==> src/rtl/async_link_pkg.sv <==
// Shared types and default sizing for the asynchronous link transmitter.
package async_link_pkg;

  localparam int unsigned DEF_WIDTH = 32;
  localparam int unsigned DEF_DEPTH = 4;

  typedef enum logic [2:0] {
    ST_IDLE,
    ST_REQ,
    ST_WAIT_ACK,
    ST_STALL,
    ST_WAIT_TAIL,
    ST_CLOSE
  } tx_state_t;

endpackage

==> src/rtl/async_link_tx_fifo.sv <==
// Synchronous flit FIFO, no fall-through; a push while full is dropped even
// if a pop happens in the same cycle.
module flit_fifo #(
  parameter int unsigned WIDTH = 33,
  parameter int unsigned DEPTH = 4
) (
  input  logic             clk,
  input  logic             rst,
  input  logic             push,
  input  logic [WIDTH-1:0] wdata,
  input  logic             pop,
  output logic [WIDTH-1:0] rdata,
  output logic             full,
  output logic             empty
);

  localparam int unsigned AW = $clog2(DEPTH);

  logic [WIDTH-1:0] mem [DEPTH];
  logic [AW:0]      wr_ptr;
  logic [AW:0]      rd_ptr;
  logic             do_push;
  logic             do_pop;

  assign full    = (wr_ptr[AW] != rd_ptr[AW]) && (wr_ptr[AW-1:0] == rd_ptr[AW-1:0]);
  assign empty   = (wr_ptr == rd_ptr);
  assign do_push = push && !full;
  assign do_pop  = pop && !empty;
  assign rdata   = mem[rd_ptr[AW-1:0]];

  // Pointer update; extra MSB distinguishes full from empty.
  always_ff @(posedge clk) begin
    if (rst) begin
      wr_ptr <= '0;
      rd_ptr <= '0;
    end else begin
      if (do_push) wr_ptr <= wr_ptr + 1'b1;
      if (do_pop)  rd_ptr <= rd_ptr + 1'b1;
    end
  end

  // Storage write; contents need no reset since empty gates all reads.
  always_ff @(posedge clk) begin
    if (do_push) mem[wr_ptr[AW-1:0]] <= wdata;
  end

endmodule

==> src/rtl/async_link_tx.sv <==
// Two-phase bundled-data link transmitter: buffers local flits and sends
// each one as a req_o toggle, waiting for the synchronised ack phase.
module async_link_tx
  import async_link_pkg::*;
#(
  parameter int unsigned WIDTH = DEF_WIDTH,
  parameter int unsigned DEPTH = DEF_DEPTH
) (
  input  logic             clk_i,
  input  logic             rst_i,
  input  logic             flit_valid_i,
  input  logic [WIDTH-1:0] flit_data_i,
  input  logic             flit_last_i,
  output logic             flit_ready_o,
  output logic             req_o,
  output logic [WIDTH-1:0] Data_o,
  input  logic             ack_i,
  output logic             PacketEnable_o,
  input  logic             Tailpassed_i,
  output logic             busy_o
);

  tx_state_t state, state_n;

  logic             ack_meta, ack_s;
  logic             tail_meta, tail_s;
  logic             req_q, req_n;
  logic [WIDTH-1:0] data_q, data_n;
  logic             pe_q, pe_n;
  logic             last_q, last_n;
  logic             pop;
  logic [WIDTH:0]   head;
  logic             fifo_full, fifo_empty;

  flit_fifo #(
    .WIDTH(WIDTH + 1),
    .DEPTH(DEPTH)
  ) u_fifo (
    .clk  (clk_i),
    .rst  (rst_i),
    .push (flit_valid_i),
    .wdata({flit_last_i, flit_data_i}),
    .pop  (pop),
    .rdata(head),
    .full (fifo_full),
    .empty(fifo_empty)
  );

  assign flit_ready_o   = !fifo_full;
  assign req_o          = req_q;
  assign Data_o         = data_q;
  assign PacketEnable_o = pe_q;
  assign busy_o         = (state != ST_IDLE);

  // Two-flop synchronisers for the asynchronous network-side inputs.
  always_ff @(posedge clk_i) begin
    if (rst_i) begin
      ack_meta  <= 1'b0;
      ack_s     <= 1'b0;
      tail_meta <= 1'b0;
      tail_s    <= 1'b0;
    end else begin
      ack_meta  <= ack_i;
      ack_s     <= ack_meta;
      tail_meta <= Tailpassed_i;
      tail_s    <= tail_meta;
    end
  end

  // State and registered outputs.
  always_ff @(posedge clk_i) begin
    if (rst_i) begin
      state  <= ST_IDLE;
      req_q  <= 1'b0;
      data_q <= '0;
      pe_q   <= 1'b0;
      last_q <= 1'b0;
    end else begin
      state  <= state_n;
      req_q  <= req_n;
      data_q <= data_n;
      pe_q   <= pe_n;
      last_q <= last_n;
    end
  end

  // Next-state logic; Data_o is loaded only on a pop so it is stable for a
  // full cycle before the REQ state toggles req_o.
  always_comb begin
    state_n = state;
    req_n   = req_q;
    data_n  = data_q;
    pe_n    = pe_q;
    last_n  = last_q;
    pop     = 1'b0;
    unique case (state)
      ST_IDLE: begin
        if (!fifo_empty) begin
          pop     = 1'b1;
          data_n  = head[WIDTH-1:0];
          last_n  = head[WIDTH];
          pe_n    = 1'b1;
          state_n = ST_REQ;
        end
      end
      ST_REQ: begin
        req_n   = !req_q;
        state_n = ST_WAIT_ACK;
      end
      ST_WAIT_ACK: begin
        if (ack_s == req_q) begin
          if (last_q) begin
            state_n = ST_WAIT_TAIL;
          end else if (!fifo_empty) begin
            pop     = 1'b1;
            data_n  = head[WIDTH-1:0];
            last_n  = head[WIDTH];
            state_n = ST_REQ;
          end else begin
            state_n = ST_STALL;
          end
        end
      end
      ST_STALL: begin
        if (!fifo_empty) begin
          pop     = 1'b1;
          data_n  = head[WIDTH-1:0];
          last_n  = head[WIDTH];
          state_n = ST_REQ;
        end
      end
      ST_WAIT_TAIL: begin
        if (tail_s) begin
          pe_n    = 1'b0;
          state_n = ST_CLOSE;
        end
      end
      ST_CLOSE: begin
        if (!tail_s) state_n = ST_IDLE;
      end
      default: state_n = ST_IDLE;
    endcase
  end

endmodule

==> config.mk <==
export PLATFORM = sky130hd
export DESIGN_NAME = async_link_tx
export DESIGN_NICKNAME = d
export VERILOG_FILES = /design/src/rtl/async_link_pkg.sv /design/src/rtl/async_link_tx_fifo.sv /design/src/rtl/async_link_tx.sv
export SDC_FILE = /design/constraint.sdc
export NUM_CORES = 1
export LEC_CHECK = 0
export CAP_MARGIN = 40
export CORE_ASPECT_RATIO = 1.4
export CORE_MARGIN = 4
export CORE_UTILIZATION = 25
export CTS_CLUSTER_DIAMETER = 100
export DETAILED_ROUTE_END_ITERATION = 8
export SLEW_MARGIN = 20
export SYNTH_ARGS = -nofsm -noshare
export SYNTH_HDL_FRONTEND = slang
export SYNTH_HIERARCHICAL = 1
export SYNTH_SLANG_ARGS = --single-unit
==> constraint.sdc <==
create_clock -name clk_i -period 7.87 [get_ports clk_i]
set_clock_uncertainty 0.15 [all_clocks]
set_input_delay 1.574 -clock clk_i [delete_from_list [all_inputs] [get_ports clk_i]]
set_output_delay 1.574 -clock clk_i [all_outputs]
set_load 0.1 [all_outputs]
==> flow_metrics.env <==
export IMPL_r2r_end="u_fifo/rd_ptr[0]"
export IMPL_finalHoldViolCount=0
export IMPL_grt_usage_pct=9.66
export IMPL_cap_violations=0
export IMPL_fp_dieH_um=210
export IMPL_cp_start_kind="flip-flop"
export IMPL_path_class="flip-flop to primary output"
export IMPL_dr_total_vias=3995
export IMPL_syn_avg_cell_area_um2=16.7
export IMPL_dp_hpwl_um=9860
export IMPL_start_util_pct=25.4
export IMPL_via_per_inst=4.28
export IMPL_first_pass_iters=5
export IMPL_min_delay_start="tail_meta"
export IMPL_cp_max_fo=8
export IMPL_peakVddDrop_mv=0.185
export IMPL_postCtsSetupBuffers=0
export IMPL_worst_r2r_cell_count=9
export IMPL_core_um2=28600
export IMPL_die_area_um2=31900
export IMPL_ios=74
export IMPL_cts_max_path_buffers=2
export IMPL_grt_pass1_vias=4323
export IMPL_synth_nets=478
export IMPL_clock_sinks=182
export IMPL_ys_seq_area_share_pct=68.3
export IMPL_crit_start="u_fifo/rd_ptr[0]"
export IMPL_ys_ff_latch=182
export IMPL_clk_pin_slew_ns=0.07
export IMPL_finalSetupViolations=0
export IMPL_fin_crit_sh_pct=55.5
export IMPL_yosys_cell_types_count=44
export IMPL_p_leak_nw=3.20
export IMPL_die_w_um=152
export IMPL_cts_hold_fix_buffers=0
export IMPL_slew_viol_final=0
export IMPL_routabilityCongestion=0.726
export IMPL_root_buffer="clkbuf_16"
export IMPL_critPathRequiredTime_ns=6.15
export IMPL_grt_pass1_wl_um=24100
export IMPL_worstMarginPinSlew_ns=0.780
export IMPL_synth_edff_count=132
export IMPL_layoutNonFillerInstCount=933
export IMPL_areaGrowthSynthToFinish_pct=32.3
export IMPL_setup_tns_ns=0
export IMPL_crit_end="flit_ready_o"
export IMPL_insertion_delay_ns=0.42
export IMPL_cts_tree="yes"
export IMPL_drive_gt1_share_pct=20.6
export IMPL_numCtsBuffers=17
export IMPL_cts_resized_gates=0
export IMPL_status="finished clean"
export IMPL_r2r_setup_slack_ns=4.60
export IMPL_netlist_area_um2=7270
export IMPL_drt_iter0_drc=287
export IMPL_yosysWarnings=6
export IMPL_fill_cells=2705
export IMPL_grt_start_max_net_pins=85
export IMPL_power_mw=3.40
export IMPL_power_density_nw_per_um2=354
export IMPL_critPathArrivalTime_ns=2.64
export IMPL_post_route_min_period_ns=4.36
export IMPL_finalWirelength_um=15200
export IMPL_drcViolationCount=0
export IMPL_finalNetCount=588
export IMPL_synthFlopType="edfxtp_1"
export IMPL_fmax_ghz=0.229
export IMPL_rsz0062_at_grt="no"
export IMPL_synthCells=435
export IMPL_preCtsSetupSlack_ns=4.02
export IMPL_fin_ws_ns=3.51
export IMPL_ys_async_sr_fraction_pct=0
export IMPL_core_rowCount=73
export IMPL_slew_headroom_pct=47.7
export IMPL_io_buffer_count=73
export IMPL_antennaDiodeCount=0
export IMPL_post_drt_wl_per_cell_um=16.3
export IMPL_antenna_left=0
export IMPL_r2r_start="u_fifo/rd_ptr[0]"
export IMPL_hp_class="flip-flop to flip-flop"
export IMPL_antenna_found_initial=1
export IMPL_dp_cells=901
export IMPL_overflow=0
export IMPL_end_kind="primary output"
export IMPL_h_tree_depth=4
-- per-layer routing --
| layer | vias up | part of all wire, % | track usage, % |
|---|---|---|---|
| li1 | 1866 | - | - |
| met1 | 2000 | 41 | 11.3 |
| met2 | 110 | 54 | 17.4 |
| met3 | 17 | 4.5 | 2.56 |
| met4 | 2 | 0.86 | 2.88 |
| met5 | - | 0.13 | 0 |
-- sequential cells by signal (all words and copies together) (netlist names), named ones only --
signal / cells
PacketEnable_o: 1
tail_meta: 1
ack_meta: 1
req_o: 1
u_fifo/mem: 132
Data_o: 32
last_q: 1
state: 3
tail_s: 1
ack_s: 1
u_fifo/rd_ptr: 3
u_fifo/wr_ptr: 3
-- power by group --
part	internal (mW)	switching (mW)	leakage, nW
Combinational	0.538	0.768	1.31
Clock	0.468	0.350	0.268
Sequential	1.19	0.0836	1.62
-- cells in the final DEF, fill, tap and decap left out, types with 3 or more instances in the layout --
cell             count
clkinvlp_4           3
mux2i_1             32
nor3b_1              4
dfxtp_1             48
xor2_1               4
buf_4                4
inv_1                6
clkbuf_1             3
and2_2               3
nand2_1              7
mux4_2              33
clkbuf_16           17
nor2_1               8
buf_16              11
clkinv_4             3
a31oi_1              4
nand3_1              4
o21ai_0              5
edfxtp_1           132
ha_1                 5
a21oi_1              8
buf_8               29
clkdlybuf4s50_1     72
xnor2_1              5
nand2b_1            65
nor2b_1              6
o211ai_1             5
-- worst min-delay path by stage --
stage	to	slack, ns	depth (start not counted)
2_1_floorplan	ack_s	0.26	1
3_3_place_gp	ack_s	0.29	1
3_5_place_dp	tail_s	0.28	1
4_1_cts	tail_s	0.31	1
5_1_grt	ack_s	0.31	1
6_report	tail_s	0.30	1
-- cell families after synthesis --
group	share of synthesized area (%)
mux	14.6
simple gates	8.83
xor+xnor	1.08
fa+ha+maj	0.860
compound gates	3.20
flops	68.3
buf+inv	3.11
-- synth_stat cells (2+ instances only) --
cell type / n / area share [%]
buf_12: 3 / 0.83
o21ai_0: 5 / 0.34
inv_1: 6 / 0.31
nand2_1: 7 / 0.36
nor3b_1: 4 / 0.41
nand4_1: 2 / 0.17
dfxtp_1: 50 / 14
a31oi_1: 5 / 0.43
mux4_2: 33 / 10
o21a_1: 2 / 0.21
xnor2_1: 5 / 0.60
clkbuf_1: 8 / 0.41
nand2b_1: 65 / 5.6
buf_6: 3 / 0.46
and3_1: 2 / 0.17
mux2i_1: 32 / 4.4
ha_1: 5 / 0.86
nand3_1: 4 / 0.28
nor2_1: 8 / 0.41
buf_4: 4 / 0.41
and2_1: 3 / 0.26
or3_1: 2 / 0.17
xor2_1: 4 / 0.48
buf_2: 5 / 0.34
a21oi_1: 8 / 0.55
edfxtp_1: 132 / 55
nor2b_1: 6 / 0.52
o211ai_1: 5 / 0.52
a41oi_1: 2 / 0.24
-- metrics by stage --
| step | hold slack, ns | utilization (%) | area, um2 |
|---|---|---|---|
| floorplan | 0.264 | - | 7270 |
| global route | 0.310 | 33.7 | 9620 |
| detailed placement | 0.282 | 31.7 | 9050 |
| CTS | 0.306 | 33.7 | 9620 |
| global placement | 0.287 | 29.1 | 8310 |
| finish | 0.298 | 33.7 | 9620 |
-- area by class of cell --
cell class | count | area, um2 | share of cell area [%]
multi-input combinational | 221 | 2100 | 21.8
inverter | 6 | 22.5 | 0.234
sequential | 182 | 4970 | 51.6
timing repair buffer | 117 | 1490 | 15.5
clock buffer | 20 | 437 | 4.54
clock inverter | 12 | 131 | 1.37
tap | 375 | 469 | 4.88
-- critical path, cell delays in order (launching register included) --
cell and delay, ns:
dfxtp_1 0.39, xnor2_1 0.67, nand2_1 0.29, nor2_1 0.18
inv_1 0.06, clkdlybuf4s50_1 0.45, buf_8 0.19
Note: power is estimated with default switching activity, not from simulation.
